**src/rtl/cnn_pkg.sv**
```systemverilog
// Shared constants and FSM encoding for the layer-1 conv / pool datapath.
package cnn_pkg;

  localparam int CNN_CHAN      = 4;     // parallel conv channels
  localparam int DATA_W        = 8;     // lane width of every conv sample
  localparam int CNN_OUTLENPER = 61;    // conv outputs per segment
  localparam int CNN_OUTLENALL = 2562;  // conv outputs per layer run (42 segments)

  // IDLE: no partial window, ACC: window partially filled, DONE: run finished
  typedef enum logic [1:0] {
    ST_IDLE = 2'd0,
    ST_ACC  = 2'd1,
    ST_DONE = 2'd2
  } pool_state_t;

endpackage

```
**src/rtl/relu_max.sv**
```systemverilog
// One 8-bit pooling lane: ReLU on the incoming sample plus a running-max
// register that is loaded at window start, updated mid-window and cleared
// when the window closes or is discarded.
module relu_max
  import cnn_pkg::*;
(
  input  logic                     clk,
  input  logic                     rst,
  input  logic signed [DATA_W-1:0] din_i,
  input  logic                     en_i,      // sample belongs to a window
  input  logic                     first_i,   // sample opens a new window
  input  logic                     clr_i,     // window closed or discarded
  output logic        [DATA_W-1:0] win_max_o  // window max including din_i
);

  logic [DATA_W-1:0] max_q;
  logic [DATA_W-1:0] max_d;
  logic [DATA_W-1:0] relu_v;

  // Negative samples floor to zero; positives keep their 7-bit magnitude.
  function automatic logic [DATA_W-1:0] relu(input logic signed [DATA_W-1:0] x);
    return x[DATA_W-1] ? '0 : $unsigned(x);
  endfunction

  // Combinational window max so the completing sample is visible to the write.
  always_comb begin
    relu_v    = relu(din_i);
    win_max_o = (first_i || (relu_v > max_q)) ? relu_v : max_q;
    max_d     = max_q;
    if (clr_i)     max_d = '0;
    else if (en_i) max_d = win_max_o;
  end

  // Running-max register.
  always_ff @(posedge clk or posedge rst) begin
    if (rst) max_q <= '0;
    else     max_q <= max_d;
  end

endmodule

```
**src/rtl/conv1_pool.sv**
```systemverilog
// Layer-1 ReLU + max-pool: consumes CHAN conv output streams, pools POOL
// consecutive valid samples per channel without crossing segment boundaries,
// and writes each pooled vector into the layer-2 input buffer.
module conv1_pool
  import cnn_pkg::*;
#(
  parameter int CHAN      = CNN_CHAN,
  parameter int POOL      = 2,
  parameter int OUTLENPER = CNN_OUTLENPER,
  parameter int OUTLENALL = CNN_OUTLENALL,
  parameter int AW        = 11
) (
  input  logic                     clk,
  input  logic                     global_rst,
  input  logic                     valid_in,
  input  logic                     end_in,
  input  logic signed [DATA_W-1:0] data_in1,
  input  logic signed [DATA_W-1:0] data_in2,
  input  logic signed [DATA_W-1:0] data_in3,
  input  logic signed [DATA_W-1:0] data_in4,
  output logic                     wr_en,
  output logic        [AW-1:0]     wr_addr,
  output logic [DATA_W*CHAN-1:0]   wr_data,
  output logic                     pool_done,
  output logic                     err_extra
);

  localparam int SEG_W = $clog2(OUTLENPER + 1);
  localparam int TOT_W = $clog2(OUTLENALL + 1);
  localparam int WIN_W = $clog2(POOL + 1);

  localparam logic [SEG_W-1:0] SEG_LAST = SEG_W'(OUTLENPER - 1);
  // First segment index that cannot fill a whole window (the dropped tail).
  localparam logic [SEG_W-1:0] SEG_FULL = SEG_W'((OUTLENPER / POOL) * POOL);
  localparam logic [TOT_W-1:0] TOT_LAST = TOT_W'(OUTLENALL - 1);
  localparam logic [WIN_W-1:0] WIN_LAST = WIN_W'(POOL - 1);

  pool_state_t               state_q, state_d;
  logic [SEG_W-1:0]          seg_cnt_q, seg_cnt_d;
  logic [TOT_W-1:0]          tot_cnt_q, tot_cnt_d;
  logic [WIN_W-1:0]          win_cnt_q, win_cnt_d;
  logic [AW-1:0]             wr_cnt_q, wr_cnt_d;
  logic [AW-1:0]             wr_addr_q, wr_addr_d;
  logic [DATA_W*CHAN-1:0]    wr_data_q, wr_data_d;
  logic                      wr_en_q, wr_en_d;
  logic                      done_q, done_d;
  logic                      err_q, err_d;

  logic                      acc, tail, take, first, complete, go_done;
  logic signed [DATA_W-1:0]  lane_in [4];
  logic [DATA_W*CHAN-1:0]    win_pack;

  assign lane_in[0] = data_in1;
  assign lane_in[1] = data_in2;
  assign lane_in[2] = data_in3;
  assign lane_in[3] = data_in4;

  // Sample qualification shared by the lanes and the counters.
  always_comb begin
    acc      = valid_in && (state_q != ST_DONE);
    tail     = (seg_cnt_q >= SEG_FULL);
    take     = acc && !tail;
    first    = (win_cnt_q == '0);
    complete = take && (win_cnt_q == WIN_LAST);
    go_done  = (state_q != ST_DONE) && (end_in || (acc && (tot_cnt_q == TOT_LAST)));
  end

  for (genvar g = 0; g < CHAN; g++) begin : g_lane
    relu_max u_lane (
      .clk       (clk),
      .rst       (global_rst),
      .din_i     (lane_in[g]),
      .en_i      (take),
      .first_i   (first),
      .clr_i     (complete || go_done),
      .win_max_o (win_pack[g*DATA_W +: DATA_W])
    );
  end

  // Next-state: counters, FSM, write strobe and sticky flags.
  always_comb begin
    state_d   = state_q;
    seg_cnt_d = seg_cnt_q;
    tot_cnt_d = tot_cnt_q;
    win_cnt_d = win_cnt_q;
    wr_cnt_d  = wr_cnt_q;
    wr_addr_d = wr_addr_q;
    wr_data_d = wr_data_q;
    wr_en_d   = complete;
    done_d    = done_q || go_done;
    err_d     = err_q || (valid_in && (state_q == ST_DONE));

    if (acc) begin
      seg_cnt_d = (seg_cnt_q == SEG_LAST) ? '0 : seg_cnt_q + 1'b1;
      tot_cnt_d = tot_cnt_q + 1'b1;
      state_d   = ST_IDLE;
    end
    if (take) begin
      win_cnt_d = complete ? '0 : win_cnt_q + 1'b1;
      state_d   = complete ? ST_IDLE : ST_ACC;
    end
    if (complete) begin
      wr_data_d = win_pack;
      wr_addr_d = wr_cnt_q;
      wr_cnt_d  = wr_cnt_q + 1'b1;
    end
    // The same-cycle sample is processed above; any partial window is dropped.
    if (go_done) begin
      state_d   = ST_DONE;
      win_cnt_d = '0;
    end
  end

  // State and output registers.
  always_ff @(posedge clk or posedge global_rst) begin
    if (global_rst) begin
      state_q   <= ST_IDLE;
      seg_cnt_q <= '0;
      tot_cnt_q <= '0;
      win_cnt_q <= '0;
      wr_cnt_q  <= '0;
      wr_addr_q <= '0;
      wr_data_q <= '0;
      wr_en_q   <= 1'b0;
      done_q    <= 1'b0;
      err_q     <= 1'b0;
    end else begin
      state_q   <= state_d;
      seg_cnt_q <= seg_cnt_d;
      tot_cnt_q <= tot_cnt_d;
      win_cnt_q <= win_cnt_d;
      wr_cnt_q  <= wr_cnt_d;
      wr_addr_q <= wr_addr_d;
      wr_data_q <= wr_data_d;
      wr_en_q   <= wr_en_d;
      done_q    <= done_d;
      err_q     <= err_d;
    end
  end

  assign wr_en     = wr_en_q;
  assign wr_addr   = wr_addr_q;
  assign wr_data   = wr_data_q;
  assign pool_done = done_q;
  assign err_extra = err_q;

endmodule
```
**config.mk**
```make
export PLATFORM = sky130hd
export DESIGN_NAME = conv1_pool
export DESIGN_NICKNAME = d
export VERILOG_FILES = /design/src/rtl/cnn_pkg.sv /design/src/rtl/relu_max.sv /design/src/rtl/conv1_pool.sv
export SDC_FILE = /design/constraint.sdc
export NUM_CORES = 1
export LEC_CHECK = 0
export BUFFER_PORTS_ARGS = -buffer_cell sky130_fd_sc_hd__buf_2
export CORE_ASPECT_RATIO = 1.5
export CORE_MARGIN = 4
export CORE_UTILIZATION = 62
export DETAILED_ROUTE_END_ITERATION = 16
export GPL_TIMING_DRIVEN = 0
export PLACE_DENSITY = 0.86
export SYNTH_ARGS = -nofsm -noshare
export SYNTH_HDL_FRONTEND = slang
export SYNTH_SLANG_ARGS = --single-unit
```
**constraint.sdc**
```tcl
create_clock -name clk -period 7.76 [get_ports clk]
set_clock_uncertainty 0.15 [all_clocks]
set_input_delay 1.164 -clock clk [delete_from_list [all_inputs] [get_ports clk]]
set_output_delay 1.164 -clock clk [all_outputs]
set_load 0.01 [all_outputs]
```
# [Word-level counts from Yosys, hierarchy flattened]
# Index checks and enable logic that the tools add are counted.
# Widths: inputs -> output; s select.
[totals] regBits=111 output_inout_bits=46
[classes] eq_ne=5 add_sub_neg=4 n_reduce_logical=19 magnitude_cmp=5 muxes=24
[op_table] cell="$mux 8" n=12
[op_table] cell="$gt 8x8->1" n=4
[op_table] cell="$mux 7" n=4
[op_table] cell="$add 12x1->12 const B" n=1
[op_table] cell="$eq 12x12->1 const B" n=1
[op_table] cell="$mux 2" n=6
[op_table] cell="$add 11x1->11 const B" n=1
[op_table] cell="$logic_or 1x1->1" n=8
[op_table] cell="$add 6x1->6 const B" n=1
[op_table] cell="$eq 6x6->1 const B" n=1
[op_table] cell="$ge 6x6->1 const B" n=1
[op_table] cell="$logic_and 1x1->1" n=6
[op_table] cell="$mux 6" n=1
[op_table] cell="$reduce_bool 2->1" n=2
[op_table] cell="$reduce_bool 3->1" n=1
[op_table] cell="$add 2x1->2 const B" n=1
[op_table] cell="$eq 2x1->1 const B" n=1
[op_table] cell="$eq 2x2->1 const B" n=1
[op_table] cell="$logic_not 2->1" n=1
[op_table] cell="$ne 2x2->1 const B" n=1
[op_table] cell="$logic_not 1->1" n=1
[op_table] cell="$mux 1" n=1

# [Longest topological paths before layout]
# Gate-level depths: netlist of run 1.
[depth] word_depth=7 ltp_mapped=8 ltp_nobuf=8

# [Hierarchy]
# A second synthesis of run 1 with hierarchy kept.
[hier_totals] hier_cells=636 area_unflattened_um2=6062.1
[by_module_without_submodules] mod="conv1_pool" area_each_um2=3249.4 instances=1 seq_area_each_um2=1976.9 cells_per_inst=340
[by_module_without_submodules] mod="relu_max" area_each_um2=703.2 instances=4 seq_area_each_um2=200.2 cells_per_inst=74

# [Least setup slack after synthesis of run 1]
# OpenSTA, ideal clock, no wires.
[synth_path] kind="input-to-reg" startpoint="input data_in1[5]" endpoint="register g_lane[0].u_lane.max_q[0]" t_arrival_ns=2.764 slack_ns=4.725 required_time_ns=7.489 path_stages=7 cell_sequence="nor2b_1 -> ha_1 -> a211oi_1 -> o32ai_1 -> o22ai_1 -> a21oi_4 -> a22o_1"
[synth_via] elab_chain_len=6
[synth_lines] element="start: declaration" line_no="conv1_pool.sv:17" source="input logic signed [DATA_W-1:0] data_in1,"
[synth_lines] element="$mux 7" line_no="relu_max.sv:22" source="return x[DATA_W-1] ? '0 : $unsigned(x);"
[synth_lines] element="$gt 8x8->1" line_no="relu_max.sv:28" source="win_max_o = (first_i || (relu_v > max_q)) ? relu_v : max_q;"
[synth_lines] element="$logic_or 1x1->1" line_no="relu_max.sv:28"
[synth_lines] element="$mux 8" line_no="relu_max.sv:28"
[synth_lines] element="$mux 8" line_no="relu_max.sv:31" source="else if (en_i) max_d = win_max_o;"
[synth_lines] element="$mux 8" line_no="relu_max.sv:30" source="if (clr_i) max_d = '0;"
[synth_lines] element="end signal: assignment" line_no="relu_max.sv:37" source="else max_q <= max_d;"
[synth_lines] element="end: declaration" line_no="relu_max.sv:16" source="logic [DATA_W-1:0] max_q;"
# No other way between the ends. The select of a mux whose other input is x is not followed.
# A chain may end at the register's enable or synchronous reset.

# [Worst setup path in the final report of run 1]
[layout_path] startpoint="input data_in4[7]" endpoint="register g_lane[3].u_lane.max_q[0]"
[layout_via] elab_chain_len=6
[layout_lines] element="start: declaration" line_no="conv1_pool.sv:20" source="input logic signed [DATA_W-1:0] data_in4,"
[layout_lines] element="$mux 7 *" line_no="relu_max.sv:22"
[layout_lines] element="$gt 8x8->1" line_no="relu_max.sv:28"
[layout_lines] element="$logic_or 1x1->1" line_no="relu_max.sv:28"
[layout_lines] element="$mux 8 *" line_no="relu_max.sv:28"
[layout_lines] element="$mux 8 *" line_no="relu_max.sv:31"
[layout_lines] element="$mux 8 *" line_no="relu_max.sv:30"
[layout_lines] element="end signal: assignment" line_no="relu_max.sv:37"
[layout_lines] element="end: declaration" line_no="relu_max.sv:16"
# Mark *: on every way between the ends. The rest lies on a longest branch, timed or not. The select of a mux whose other input is x is not followed.

==> results.yml, run 1 <==
outcome:
  status: "finished, final reports clean"
sta:
  drv_slew: 0
  tightestPinTransition_ns: 0.8865
  fmax_mhz: 304.3
  fin_crit_sh_pct: 42.35
  finalHoldViolCount: 0
  finalSetupViolations: 0
  timing.slew.headroom_pct: 40.90
  setup_tns_ns: 0
  rsz0062_at_grt: "no"
  min_period_ns: 3.286
logic_synthesis:
  synth_top_area_share_pct: 49.01
  synth.net_count: 607
  yosysMostFrequentCell: "dfrtp_1"
  avgSynthCellArea_um2: 10.54
  synth_area_mm2: 0.005668
  yosys_warnings: 0
  synth_ff_type: "dfrtp_1"
  yosysSeqAreaShare_pct: 49.01
  synth_cells: 538
  ys_types: 41
  synthArstFlopShare_pct: 100.0
  synth_edf_count: 0
  synth_area_leaders: "dfrtp_1 (49%), ha_1 (7.3%), a22o_1 (4.3%)"
  yosysTopAreaCell: "dfrtp_1"
  synth_common_cells: "dfrtp_1 (111), o21ai_0 (39), nor2_1 (37)"
  ys_ff_latch: 111
critical_path:
  critical_path.cell_chain: "buf_2 > nor2b_1 > ha_1 > a21oi_1 > o32ai_1 > o22ai_1 > a21oi_4 > a22o_1"
  arrival_ns: 3.37
  critPathKind: "input port to flop"
  crit_fanout: 8
  cp_data_required_time_ns: 7.84
  end_kind: "flop"
  cpPeakStageDelay_ns: 0.70
  critPathSlowestCell: "o22ai_1"
  start_kind: "input port"
detailed_routing:
  detail-route-antenna-nets: 0
  via_per_inst: 6.203
  drc: 0
  dr.pass1.iters: 5
  vias: 4621
  detail_route.iter0.violations: 332
  drt-wirelength-per-cell_um: 17.84
  routed_wl_um: 13290
hold_path:
  hold_path.class: "flop to flop"
power:
  p_int_mw: 1.314
  p_total_mw: 2.179
  pwr-share-seq_pct: 40.0
  sw_frac_of_total_pct: 39.68
  p_sw_mw: 0.8645
  p_leak_nw: 2.999
  peakVddDrop_uv: 201.5
  p_per_area_mw_per_mm2: 334.1
  combPwrFrac_pct: 39.4
  power_frac_clock_pct: 20.6
clocking:
  cts_resized: 0
  numCtsBuffers: 9
  clk_latency_ns: 0.35
  post_cts_buffers: 0
  tritoncts: "yes"
  clk_path_buf_depth: 2
  ctsRootBufferMaster: "clkbuf_16"
  cts.sinks: 111
  clkTransAtPathRegs_ns: 0.07
  h-tree-depth: 3
  cts_hold_buffers: 0
finish:
  fin_cells: 745
  diodes: 0
  area_growth_pct: 15.06
  fin_area_mm2: 0.006521
  fill_cells: 633
  drive_gt1_share_pct: 21.42
  nets: 700
floorplan:
  num_rows: 42
  io_pins: 82
  start_util_pct: 63.82
  dieWidth_um: 86.07
  coreArea_mm2: 0.008881
  die_area_mm2: 0.01077
  die_h_um: 125.1
placed_design:
  place_congestion: 0.8703
  port_buffers: 81
  dp.cells: 730
  dp_hpwl_um: 9886
  placed_cell_area_mm2: 0.006241
grt:
  grt-ovfl-total: 0
  grt_use_total_pct: 25.56
  antenna_found_initial: 0
  grt_pass1_vias: 4678
  grt_pass1_wl_um: 22170
  grt_max_degree: 65
run:
  drv_cap: 0
-- power groups by stage --
stage          registers [mW]  logic [mW]  clock network (mW)
4_1_cts                 0.868       0.856               0.454
3_3_place_gp            0.868       0.807                   0
5_1_grt                 0.891       0.946               0.476
3_5_place_dp            0.877       0.850                   0
6_report                0.872       0.857               0.450
2_1_floorplan           0.890       0.545                   0
-- flip-flops by register name (all words and copies together) (netlist names) --
name	cells
g_lane.u_lane.max_q	32
wr_data	32
tot_cnt_q	12
wr_addr	11
wr_cnt_q	11
seg_cnt_q	6
state_q	2
win_cnt_q	2
err_extra	1
pool_done	1
wr_en	1
-- layout make-up --
type / instances / area [um2] / share of cell area (%)
inverter: 37 / 141.4 / 2.168
multi-input combinational: 375 / 2679 / 41.08
tap: 110 / 137.6 / 2.111
clock buffer: 11 / 232.7 / 3.569
buffer: 15 / 72.57 / 1.113
sequential: 111 / 2778 / 42.59
timing repair buffer: 82 / 432.9 / 6.639
clock inverter: 4 / 47.55 / 0.7291
-- critical path, delay by kind of cell --
family                   cells  cell delay, ns
AO/OA/AOI/OAI                5            1.49
adder cells (fa/ha/maj)      1            0.32
buffers and inverters        1            0.15
AND/OR/NAND/NOR              1            0.24
-- cell usage in the layout (no fill, tap or decap), types with 6 or more instances in the layout --
master,instances
dfrtp_1,111
and3_1,8
xnor2_1,16
o21ai_0,39
a211oi_1,8
nor2_1,37
nand2b_1,6
mux2_2,16
a22o_1,28
clkbuf_16,9
ha_1,33
nand4_1,9
a31oi_1,29
nand3_1,33
buf_2,88
inv_1,35
clkbuf_1,9
xor2_1,6
nor2b_1,29
nand2_1,25
-- worst paths after layout --
kind	from	to	slack [ns]	depth (start not counted)
worst max-delay path	data_in4[7]	g_lane[3].u_lane.max_q[0]	4.47	8
worst min-delay path	err_extra	err_extra	0.31	1
min in group asynchronous	global_rst	g_lane[0].u_lane.max_q[4]	0.75	2
max in group asynchronous	global_rst	wr_data[17]	5.98	3
worst min register to register	err_extra	err_extra	0.31	1
worst max register to register	g_lane[1].u_lane.max_q[5]	g_lane[1].u_lane.max_q[0]	5.20	7
-- logic make-up (layout without fill, tap and decap cells) --
| family | count (synthesis) | count (layout) | share of synthesized area [%] |
|---|---|---|---|
| XOR/XNOR | 22 | 22 | 3.399 |
| AO/OA/AOI/OAI | 133 | 133 | 17.11 |
| adder cells (fa/ha/maj) | 33 | 33 | 7.285 |
| flip-flops | 111 | 111 | 49.01 |
| buffers and inverters | 52 | 149 | 3.731 |
| AND/OR/NAND/NOR | 170 | 170 | 16.11 |
| multiplexers | 17 | 17 | 3.355 |
-- metal layers --
layer	share of wire, %	up-vias	track usage (%)	wire length (um)
li1	-	2132	-	-
met1	37	2283	29.83	4947
met2	54	162	45.21	7240
met3	5.4	44	4.542	712
met4	2.9	0	10.90	389
met5	0	-	0	0
-- stage by stage --
| step | setup slack, ns | hold WS (ns) | util, % |
|---|---|---|---|
| detailed placement | 4.153 | 0.2987 | 70.27 |
| floorplan | 3.515 | 0.2902 | - |
| CTS | 4.517 | 0.3162 | 73.43 |
| global route | 4.375 | 0.3476 | 73.43 |
| global placement | 2.456 | 0.2888 | 69.94 |
| finish | 4.474 | 0.3093 | 73.43 |
Note: power is estimated with default switching activity, not from simulation.
==> inputs of run 2 (changes only) <==
--- a/config.mk
+++ b/config.mk
@@ -5,13 +5,14 @@
 export SDC_FILE = /design/constraint.sdc
 export NUM_CORES = 1
 export LEC_CHECK = 0
+export ABC_AREA = 1
 export BUFFER_PORTS_ARGS = -buffer_cell sky130_fd_sc_hd__buf_2
 export CORE_ASPECT_RATIO = 1.5
 export CORE_MARGIN = 4
-export CORE_UTILIZATION = 62
+export CORE_UTILIZATION = 52
 export DETAILED_ROUTE_END_ITERATION = 16
 export GPL_TIMING_DRIVEN = 0
-export PLACE_DENSITY = 0.86
+export PLACE_DENSITY = 0.76
 export SYNTH_ARGS = -nofsm -noshare
 export SYNTH_HDL_FRONTEND = slang
 export SYNTH_SLANG_ARGS = --single-unit
==> constraint.sdc (replaced) <==
create_clock -name clk -period 2.7 [get_ports clk]
set_clock_uncertainty 0.15 [all_clocks]
set_input_delay 0.405 -clock clk [delete_from_list [all_inputs] [get_ports clk]]
set_output_delay 0.405 -clock clk [all_outputs]
set_load 0.01 [all_outputs]
==> results.yml, run 2 <==
critical_path:
  cp_data_required_time_ns: 2.85
  r2r_start: "g_lane[3].u_lane.max_q[6]"
  end_kind: "flop"
  critPathSlowestCell: "dfrtp_1"
  critPathKind: "flop to flop"
  arrival_ns: 2.40
  critical_path.cell_chain: "inv_1 > ha_1 > nand2_1 > nor3b_1 > nand4_1 > nand2_2 > nand2_1 > nand2_1 > nand3_1 > nand2_1"
  crit_fanout: 9
  r2r-end: "wr_data[29]"
  rr_worst_depth: 10
  rrSetupSlack_ns: 0.44
  crit_top_cell: "nand2_1"
  cpPeakStageDelay_ns: 0.35
  crit_path_start: "g_lane[3].u_lane.max_q[6]"
  start_kind: "flop"
  crit_end: "wr_data[29]"
finish:
  nets: 910
  drive_gt1_share_pct: 17.73
  fin_cells: 996
  diodes: 0
  layout_common_cells: "nand2_1 (263), dfrtp_1 (111), inv_1 (105)"
  final_common_cell: "nand2_1"
  area_growth_pct: 16.02
  fin_area_mm2: 0.007024
clocking:
  cts_hold_buffers: 0
  tritoncts: "yes"
  clk_path_buf_depth: 2
  clkTransAtPathRegs_ns: 0.08
  clk_latency_ns: 0.36
  ctsRootBufferMaster: "clkbuf_16"
  h-tree-depth: 3
  numCtsBuffers: 9
  cts_resized: 0
  cts.sinks: 111
  post_cts_buffers: 0
logic_synthesis:
  synth_ff_type: "dfrtp_1"
  yosysTopAreaCell: "dfrtp_1"
  synth_cells: 747
  ys_ff_latch: 111
  ys_types: 34
  synth_edf_count: 0
  synthArstFlopShare_pct: 100.0
  synth_common_cells: "nand2_1 (263), dfrtp_1 (111), inv_1 (106)"
  synth_area_leaders: "dfrtp_1 (46%), nand2_1 (16%), ha_1 (6.8%)"
  synth.net_count: 816
  yosysMostFrequentCell: "nand2_1"
  avgSynthCellArea_um2: 8.105
  yosysSeqAreaShare_pct: 45.88
  yosys_warnings: 0
  synth_top_area_share_pct: 45.88
  synth_area_mm2: 0.006055
grt:
  antenna_found_initial: 0
  grt_pass1_wl_um: 22550
  grt_max_degree: 44
  grt-ovfl-total: 0
  grt_pass1_vias: 4950
  grt_use_total_pct: 21.23
power:
  sw_frac_of_total_pct: 42.37
  power_frac_clock_pct: 19.5
  combPwrFrac_pct: 44.5
  p_sw_mw: 3.179
  p_int_mw: 4.324
  peakVddDrop_uv: 489.5
  p_leak_nw: 3.985
  pwr-share-seq_pct: 36.0
  p_per_area_mw_per_mm2: 1068
detailed_routing:
  routed_wl_um: 13240
  detail-route-antenna-nets: 0
  drc: 0
  detail_route.iter0.violations: 146
  via_per_inst: 5.010
  drt-wirelength-per-cell_um: 13.30
  vias: 4990
  dr.pass1.iters: 5
sta:
  fin_crit_sh_pct: 83.52
  setup_tns_ns: 0
  setup_slack_ns: 0.4449
  timing.slew.headroom_pct: 56.27
  finalHoldViolCount: 26
  finalSetupViolations: 0
  min_period_ns: 2.255
  fmax_mhz: 443.4
  hold_slack_ns: -0.01804
  rsz0062_at_grt: "no"
  tightestPinTransition_ns: 0.6546
  drv_slew: 0
floorplan:
  coreArea_mm2: 0.01147
  num_rows: 48
  start_util_pct: 52.78
  die_h_um: 140.2
  io_pins: 82
  dieWidth_um: 96.11
  die_area_mm2: 0.01347
placed_design:
  place_congestion: 0.8441
  dp_slack_ns: 0.09697
  port_buffers: 81
  dp_hpwl_um: 10000
  placed_cell_area_mm2: 0.006691
  dp.cells: 980
outcome:
  violations: "hold timing"
  status: "finished, violations left"
run:
  drv_cap: 0
hold_path:
  hold_path.class: "input port to asynchronous set/reset pin"
-- run 2: power groups by stage --
stage | registers (mW) | clock network, mW | logic (mW)
finish | 2.70 | 1.47 | 3.34
floorplan | 2.80 | 0 | 2.30
global placement | 2.71 | 0 | 3.27
detailed placement | 2.72 | 0 | 3.36
global route | 2.79 | 1.55 | 3.81
CTS | 2.70 | 1.49 | 3.38
-- run 2: how the worst min path moves through the flow --
stage,cells after the start,endpoint,slack [ns],start
2_1_floorplan,1,wr_cnt_q[10],0.29,wr_cnt_q[10]
3_3_place_gp,2,wr_addr[7],0.30,wr_addr[7]
3_5_place_dp,2,wr_data[5],0.31,wr_data[5]
4_1_cts,2,wr_addr[2],0.008,global_rst
5_1_grt,2,wr_addr[1],0.04,global_rst
6_report,2,wr_data[24],-0.02,global_rst
-- run 2: critical path: cells and delay by family, from the launching register on --
kind	cells	cell delay (ns)
and+or+nand+nor	8	1.29
adders and majority gates	1	0.32
buffers and inverters	1	0.07
DFF	1	0.35
-- run 2: area by class of cell --
class                           instances  area [um2]
Timing Repair Buffer                   83       445.4
Tap cell                              150       187.7
Fill cell                            1084        4447
Sequential cell                       111        2778
Clock buffer                           10       239.0
Inverter                              109       412.9
Buffer                                 19       147.6
Multi-Input combinational cell        508        2720
Clock inverter                          6       93.84
-- run 2: layer usage --
layer | up-vias | GRT usage [%] | share of wire (%)
met5 | - | 0 | 0
met4 | 0 | 7.871 | 1.7
met3 | 19 | 3.439 | 3.5
met2 | 88 | 37.31 | 53
met1 | 2345 | 25.49 | 42
li1 | 2538 | - | -
-- run 2: logic make-up after synthesis --
group	count (synthesis)	share of synthesized area, %
flip-flops	111	45.88
buffers and inverters	128	9.196
AND/OR/NAND/NOR	421	32.11
adder cells (fa/ha/maj)	33	6.820
AO/OA/AOI/OAI	34	3.100
XOR/XNOR	20	2.893
-- run 2: per-stage QoR --
step                      power, mW  util [%]
after floorplan               5.101         -
after global routing          8.151     61.23
after global placement        5.978     57.98
final                         7.502     61.23
after CTS                     7.567     61.23
after detailed placement      6.080     58.33
